$ cat src/rtl/btn_pkg.sv
// -----------------------------------------------------------------------------
// btn_pkg
// Shared types and constants for the button press classifier.
//   - btn_state_e    : gesture FSM states
//   - *_TICKS_DEF    : default timing for a 1 kHz tick
//   - timer_width()  : bits needed to count up to the larger timing limit
// -----------------------------------------------------------------------------
package btn_pkg;

  typedef enum logic [2:0] {
    IDLE      = 3'd0,
    PRESS1    = 3'd1,
    LONG_HOLD = 3'd2,
    WAIT2     = 3'd3,
    PRESS2    = 3'd4
  } btn_state_e;

  // Defaults for a 1 kHz tick: 1 s for a long press, 300 ms double-press gap.
  localparam int unsigned LONG_TICKS_DEF = 32'd1000;
  localparam int unsigned GAP_TICKS_DEF  = 32'd300;

  function automatic int unsigned max_u(input int unsigned a, input int unsigned b);
    return (a > b) ? a : b;
  endfunction

  // The timer must be able to represent the larger limit itself.
  function automatic int unsigned timer_width(input int unsigned long_t,
                                              input int unsigned gap_t);
    return $clog2(max_u(long_t, gap_t) + 32'd1);
  endfunction

endpackage

$ cat src/rtl/press_tick_timer.sv
// -----------------------------------------------------------------------------
// press_tick_timer
// Saturating tick counter used to time press and gap phases.
// Ports:
//   clk   in   system clock
//   rstn  in   asynchronous active-low reset
//   clr   in   synchronous clear (takes priority over tick)
//   tick  in   timebase enable, one count per high cycle
//   count out  current tick count, saturates at all-ones
//   hit   out  tick is high and count == LIMIT-1 (LIMIT reached this cycle)
// -----------------------------------------------------------------------------
module press_tick_timer #(
  parameter int unsigned W     = 4,
  parameter int unsigned LIMIT = 10
) (
  input  logic         clk,
  input  logic         rstn,
  input  logic         clr,
  input  logic         tick,
  output logic [W-1:0] count,
  output logic         hit
);

  localparam logic [W-1:0] CNT_MAX   = {W{1'b1}};
  localparam logic [W-1:0] LIMIT_M1  = W'(LIMIT - 32'd1);

  logic [W-1:0] count_q;
  logic [W-1:0] count_d;

  // Next count: clear wins, otherwise count ticks until saturation.
  always_comb begin
    count_d = count_q;
    if (clr) begin
      count_d = {W{1'b0}};
    end else if (tick && (count_q != CNT_MAX)) begin
      count_d = count_q + W'(1);
    end else begin
      count_d = count_q;
    end
  end

  // Count register.
  always_ff @(posedge clk or negedge rstn) begin
    if (!rstn) begin
      count_q <= {W{1'b0}};
    end else begin
      count_q <= count_d;
    end
  end

  assign count = count_q;
  assign hit   = tick & (count_q == LIMIT_M1);

endmodule

$ cat src/rtl/btn_press_classifier.sv
// -----------------------------------------------------------------------------
// btn_press_classifier
// Classifies gestures on a debounced button into short, long and double
// presses, timed by an external tick enable.
// Ports:
//   clk          in   system clock
//   rstn         in   asynchronous active-low reset
//   tick         in   single-cycle timebase enable
//   btn_db       in   debounced button level, 1 = pressed
//   short_press  out  one-clk pulse: single short press recognised
//   long_press   out  one-clk pulse: hold reached LONG_TICKS
//   double_press out  one-clk pulse: second press within GAP_TICKS
//   held         out  level, high while in LONG_HOLD
//   event_cnt    out  wrapping count of all emitted pulses
// -----------------------------------------------------------------------------
module btn_press_classifier
  import btn_pkg::*;
#(
  parameter int unsigned LONG_TICKS = LONG_TICKS_DEF,
  parameter int unsigned GAP_TICKS  = GAP_TICKS_DEF,
  parameter int unsigned CNT_W      = 8
) (
  input  logic             clk,
  input  logic             rstn,
  input  logic             tick,
  input  logic             btn_db,
  output logic             short_press,
  output logic             long_press,
  output logic             double_press,
  output logic             held,
  output logic [CNT_W-1:0] event_cnt
);

  localparam int unsigned  TW        = timer_width(LONG_TICKS, GAP_TICKS);
  localparam logic [TW-1:0] GAP_M1   = TW'(GAP_TICKS - 32'd1);

  btn_state_e       state_q, state_d;
  logic             btn_q;
  logic             short_q, short_d;
  logic             long_q, long_d;
  logic             dbl_q, dbl_d;
  logic             held_q, held_d;
  logic [CNT_W-1:0] cnt_q, cnt_d;

  logic             rise_s;
  logic             fall_s;
  logic             timer_clr_s;
  logic [TW-1:0]    timer_count_s;
  logic             long_hit_s;
  logic             gap_hit_s;

  assign rise_s = btn_db & ~btn_q;
  assign fall_s = ~btn_db & btn_q;

  // Every state change restarts timing from zero in the new state.
  assign timer_clr_s = (state_d != state_q);

  // The shared timer flags the long limit directly; the gap limit is decoded
  // here from its count since both limits run on the same counter.
  assign gap_hit_s = tick & (timer_count_s == GAP_M1);

  press_tick_timer #(
    .W     (TW),
    .LIMIT (LONG_TICKS)
  ) u_timer (
    .clk   (clk),
    .rstn  (rstn),
    .clr   (timer_clr_s),
    .tick  (tick),
    .count (timer_count_s),
    .hit   (long_hit_s)
  );

  // Gesture FSM next state and event decode; edges take priority over limits.
  always_comb begin
    state_d = state_q;
    short_d = 1'b0;
    long_d  = 1'b0;
    dbl_d   = 1'b0;
    case (state_q)
      IDLE: begin
        if (rise_s) begin
          state_d = PRESS1;
        end else begin
          state_d = IDLE;
        end
      end
      PRESS1: begin
        if (fall_s) begin
          state_d = WAIT2;
        end else if (long_hit_s) begin
          long_d  = 1'b1;
          state_d = LONG_HOLD;
        end else begin
          state_d = PRESS1;
        end
      end
      LONG_HOLD: begin
        if (fall_s) begin
          state_d = IDLE;
        end else begin
          state_d = LONG_HOLD;
        end
      end
      WAIT2: begin
        if (rise_s) begin
          state_d = PRESS2;
        end else if (gap_hit_s) begin
          short_d = 1'b1;
          state_d = IDLE;
        end else begin
          state_d = WAIT2;
        end
      end
      PRESS2: begin
        if (fall_s) begin
          dbl_d   = 1'b1;
          state_d = IDLE;
        end else if (long_hit_s) begin
          // A held second press still counts as a double, not a long press.
          dbl_d   = 1'b1;
          state_d = LONG_HOLD;
        end else begin
          state_d = PRESS2;
        end
      end
      default: begin
        state_d = IDLE;
      end
    endcase
  end

  // Held level and wrapping event counter, registered alongside the pulses.
  always_comb begin
    held_d = (state_d == LONG_HOLD);
    if (short_d || long_d || dbl_d) begin
      cnt_d = cnt_q + CNT_W'(1);
    end else begin
      cnt_d = cnt_q;
    end
  end

  // State, edge-detect history and registered outputs.
  always_ff @(posedge clk or negedge rstn) begin
    if (!rstn) begin
      state_q <= IDLE;
      btn_q   <= 1'b0;
      short_q <= 1'b0;
      long_q  <= 1'b0;
      dbl_q   <= 1'b0;
      held_q  <= 1'b0;
      cnt_q   <= {CNT_W{1'b0}};
    end else begin
      state_q <= state_d;
      btn_q   <= btn_db;
      short_q <= short_d;
      long_q  <= long_d;
      dbl_q   <= dbl_d;
      held_q  <= held_d;
      cnt_q   <= cnt_d;
    end
  end

  assign short_press  = short_q;
  assign long_press   = long_q;
  assign double_press = dbl_q;
  assign held         = held_q;
  assign event_cnt    = cnt_q;

endmodule
$ cat config.mk
export PLATFORM = sky130hd
export DESIGN_NAME = btn_press_classifier
export DESIGN_NICKNAME = d
export VERILOG_FILES = /design/src/rtl/btn_pkg.sv /design/src/rtl/press_tick_timer.sv /design/src/rtl/btn_press_classifier.sv
export SDC_FILE = /design/constraint.sdc
export NUM_CORES = 1
export LEC_CHECK = 0
export BUFFER_PORTS_ARGS = -buffer_cell sky130_fd_sc_hd__buf_2
export CAP_MARGIN = 30
export CORE_UTILIZATION = 62
export CTS_CLUSTER_SIZE = 40
export DETAILED_ROUTE_END_ITERATION = 16
export PLACE_DENSITY_LB_ADDON = 0.05
export SKIP_LAST_GASP = 1
export SYNTH_ARGS = -nofsm -noshare
export SYNTH_HDL_FRONTEND = slang
export SYNTH_HIERARCHICAL = 1
export SYNTH_SLANG_ARGS = --single-unit
export TNS_END_PERCENT = 30
$ cat constraint.sdc
create_clock -name clk -period 8.32 [get_ports clk]
set_clock_uncertainty 0.15 [all_clocks]
set_input_delay 0.832 -clock clk [delete_from_list [all_inputs] [get_ports clk]]
set_output_delay 0.832 -clock clk [all_outputs]
set_load 0.01 [all_outputs]
==> impl_metrics.env <==
export IMPL_status="finished, final reports clean"
export IMPL_drt_antenna_violating_nets=0
export IMPL_cts_sinks=26
export IMPL_grt_ovfl_total=0
export IMPL_leakage_nw=0.703
export IMPL_grt_max_degree=27
export IMPL_grt_pass1_vias=1129
export IMPL_power_density_nw_per_um2=258
export IMPL_coreArea_um2=2230
export IMPL_ys_async_sr_fraction_pct=100
export IMPL_synth_area_um2=1490
export IMPL_wl_per_cell_um=15.9
export IMPL_port_buffer_count=15
export IMPL_cts_buffers=3
export IMPL_synth_fp_nets=153
export IMPL_place_congestion=0.879
export IMPL_grt_first_pass_wirelength_um=4990
export IMPL_maxSlewViolCount=0
export IMPL_drtIter0Drc=29
export IMPL_die_area_um2=2610
export IMPL_synth_edf_count=0
export IMPL_cp_arrival_ns=3.60
export IMPL_setup_violations=0
export IMPL_endpoint_kind="flip-flop"
export IMPL_start_kind="flip-flop"
export IMPL_diodes=0
export IMPL_maxCapViolCount=0
export IMPL_die_w_um=51.1
export IMPL_synth_yosys_seq_area_share_pct=43.6
export IMPL_place_area_um2=1550
export IMPL_yosys_warnings=6
export IMPL_via_count=1182
export IMPL_crit_required_ns=8.37
export IMPL_syn_inst=147
export IMPL_die_y_um=51.1
export IMPL_vias_per_cell=6.39
export IMPL_ys_flop_type="dfrtp_1"
export IMPL_hpwlAfterDp_um=2100
export IMPL_worst_pin_slew_ns=0.910
export IMPL_htree_num_levels=1
export IMPL_drt_total_wl_um=2940
export IMPL_ctsLongestPathBuffers=2
export IMPL_cts_clk_slew_worst_paths_ns=0.14
export IMPL_final_nets=164
export IMPL_drc_errors=0
export IMPL_cts_root_buf="clkbuf_4"
export IMPL_synthDistinctLibCells=50
export IMPL_drive_gt1_share_pct=16.6
export IMPL_min_path_type="input pin to async pin"
export IMPL_postLayoutCoreUtil_pct=71.7
export IMPL_timing_hold_ws_ns=0.337
export IMPL_fin_area_um2=1600
export IMPL_fin_crit_ns=3.55
export IMPL_worst_ir_drop_vdd_v=0.000182
export IMPL_final_cell_mix="26 x dfrtp_1, 15 x buf_2, 10 x a21oi_1, 8 x nand3_1, 7 x and3_1"
export IMPL_tns_ns=0
export IMPL_reg2regPathDepth=10
export IMPL_grt_usage_pct=25.5
export IMPL_relSlewSlack_pct=39.1
export IMPL_critical_path_class="flip-flop to flip-flop"
export IMPL_initial_utilization_pct=66.9
export IMPL_rsz0062_at_grt="false"
export IMPL_area_growth_pct=7.12
export IMPL_max_freq_mhz=282
export IMPL_post_cts_resize_count=0
export IMPL_antenna_found_initial=0
export IMPL_cts_hold_buffers=0
export IMPL_critPathMaxFanout=13
export IMPL_ys_seq_elements=26
export IMPL_clock_latency_ns=0.31
export IMPL_layout_commonest_cell="dfrtp_1"
export IMPL_finalCritPeriodShare_pct=42.7
export IMPL_post_cts_setup_buffers=0
export IMPL_syn_area_per_cell_um2=10.2
export IMPL_pin_count=16
export IMPL_num_rows=17
export IMPL_final_hold_violation_count=0
export IMPL_drt_pass1_iterations=4
export IMPL_cts_tree="built"
## state kept, by name (all words and copies together) (netlist names)
name and count:
held 1, double_press 1, short_press 1, long_press 1, state_q 3, u_timer/count 10
btn_q 1, event_cnt 8
## Yosys cell counts (all sizes together), types with 3 or more instances
cell	number	area share (%)
a211oi	4	2.0
a21oi	11	3.9
and3	7	2.9
buf	6	3.0
clkbuf	3	0.75
dfrtp	26	44
inv	5	1.3
nand2	6	1.5
nand2b	4	1.7
nand3	8	2.7
nand4	6	2.5
nor2	6	1.7
nor2b	3	1.8
nor3	6	2.0
o311ai	5	2.9
xnor2	6	3.5
## critical path, stage by stage, from the launching register on
cell	delay (ns)
dfrtp_1	0.49
and4_1	0.47
nand2_1	0.16
nor3_1	0.72
o21ai_0	0.18
o311ai_0	0.13
o311ai_0	0.19
o211ai_1	0.43
nand2b_1	0.24
a2bb2oi_1	0.16
o311ai_1	0.11
## final timing paths
kind                                       start               end  slack (ns)
worst min-delay path                        rstn  u_timer/count[6]        0.34
min in group clk                    event_cnt[5]      event_cnt[5]        0.34
worst max register to register  u_timer/count[6]  u_timer/count[0]        4.77
worst min register to register      event_cnt[5]      event_cnt[5]        0.34
worst max-delay path            u_timer/count[6]  u_timer/count[0]        4.77
max in group asynchronous                   rstn      event_cnt[0]        7.31
## layout make-up
cell class                      count  area [µm²]
Sequential cell                    26         651
Fill cell                         189         633
Timing Repair Buffer               15        75.1
Inverter                            5        18.8
Multi-Input combinational cell    107         768
Tap cell                           28        35.0
Clock buffer                        3        22.5
Clock inverter                      1        30.0
## through the flow
step | power [mW] | instances | setup slack, ns
after floorplan | 0.292 | 147 | 5.36
after global placement | 0.321 | 181 | 5.10
after detailed placement | 0.330 | 181 | 4.89
after CTS | 0.416 | 185 | 4.81
after global routing | 0.442 | 185 | 4.41
final | 0.413 | 185 | 4.77
## where the power goes
part,switching (mW),internal [mW]
sequential,0.0413,0.150
combinational,0.0755,0.0616
clock,0.0359,0.0486
## per-layer routing
metal / share of wire [%] / vias to the layer above / GRT usage (%)
met1: 44 / 571 / 31.9
met3: 3.6 / 4 / 2.68
met2: 52 / 26 / 45.6
met4: 0.92 / 0 / 7.87
met5: 0 / - / 0
li1: - / 581 / -
## cell families after synthesis
family                   after synthesis  synth area share, %
AO/OA/AOI/OAI                         37                 19.3
multiplexers                           2                 1.51
adder cells (fa/ha/maj)                2                 1.67
buffers and inverters                 14                 5.02
AND/OR/NAND/NOR                       59                 24.8
XOR/XNOR                               7                 4.10
flip-flops                            26                 43.6
Note: power is estimated with default switching activity, not from simulation.
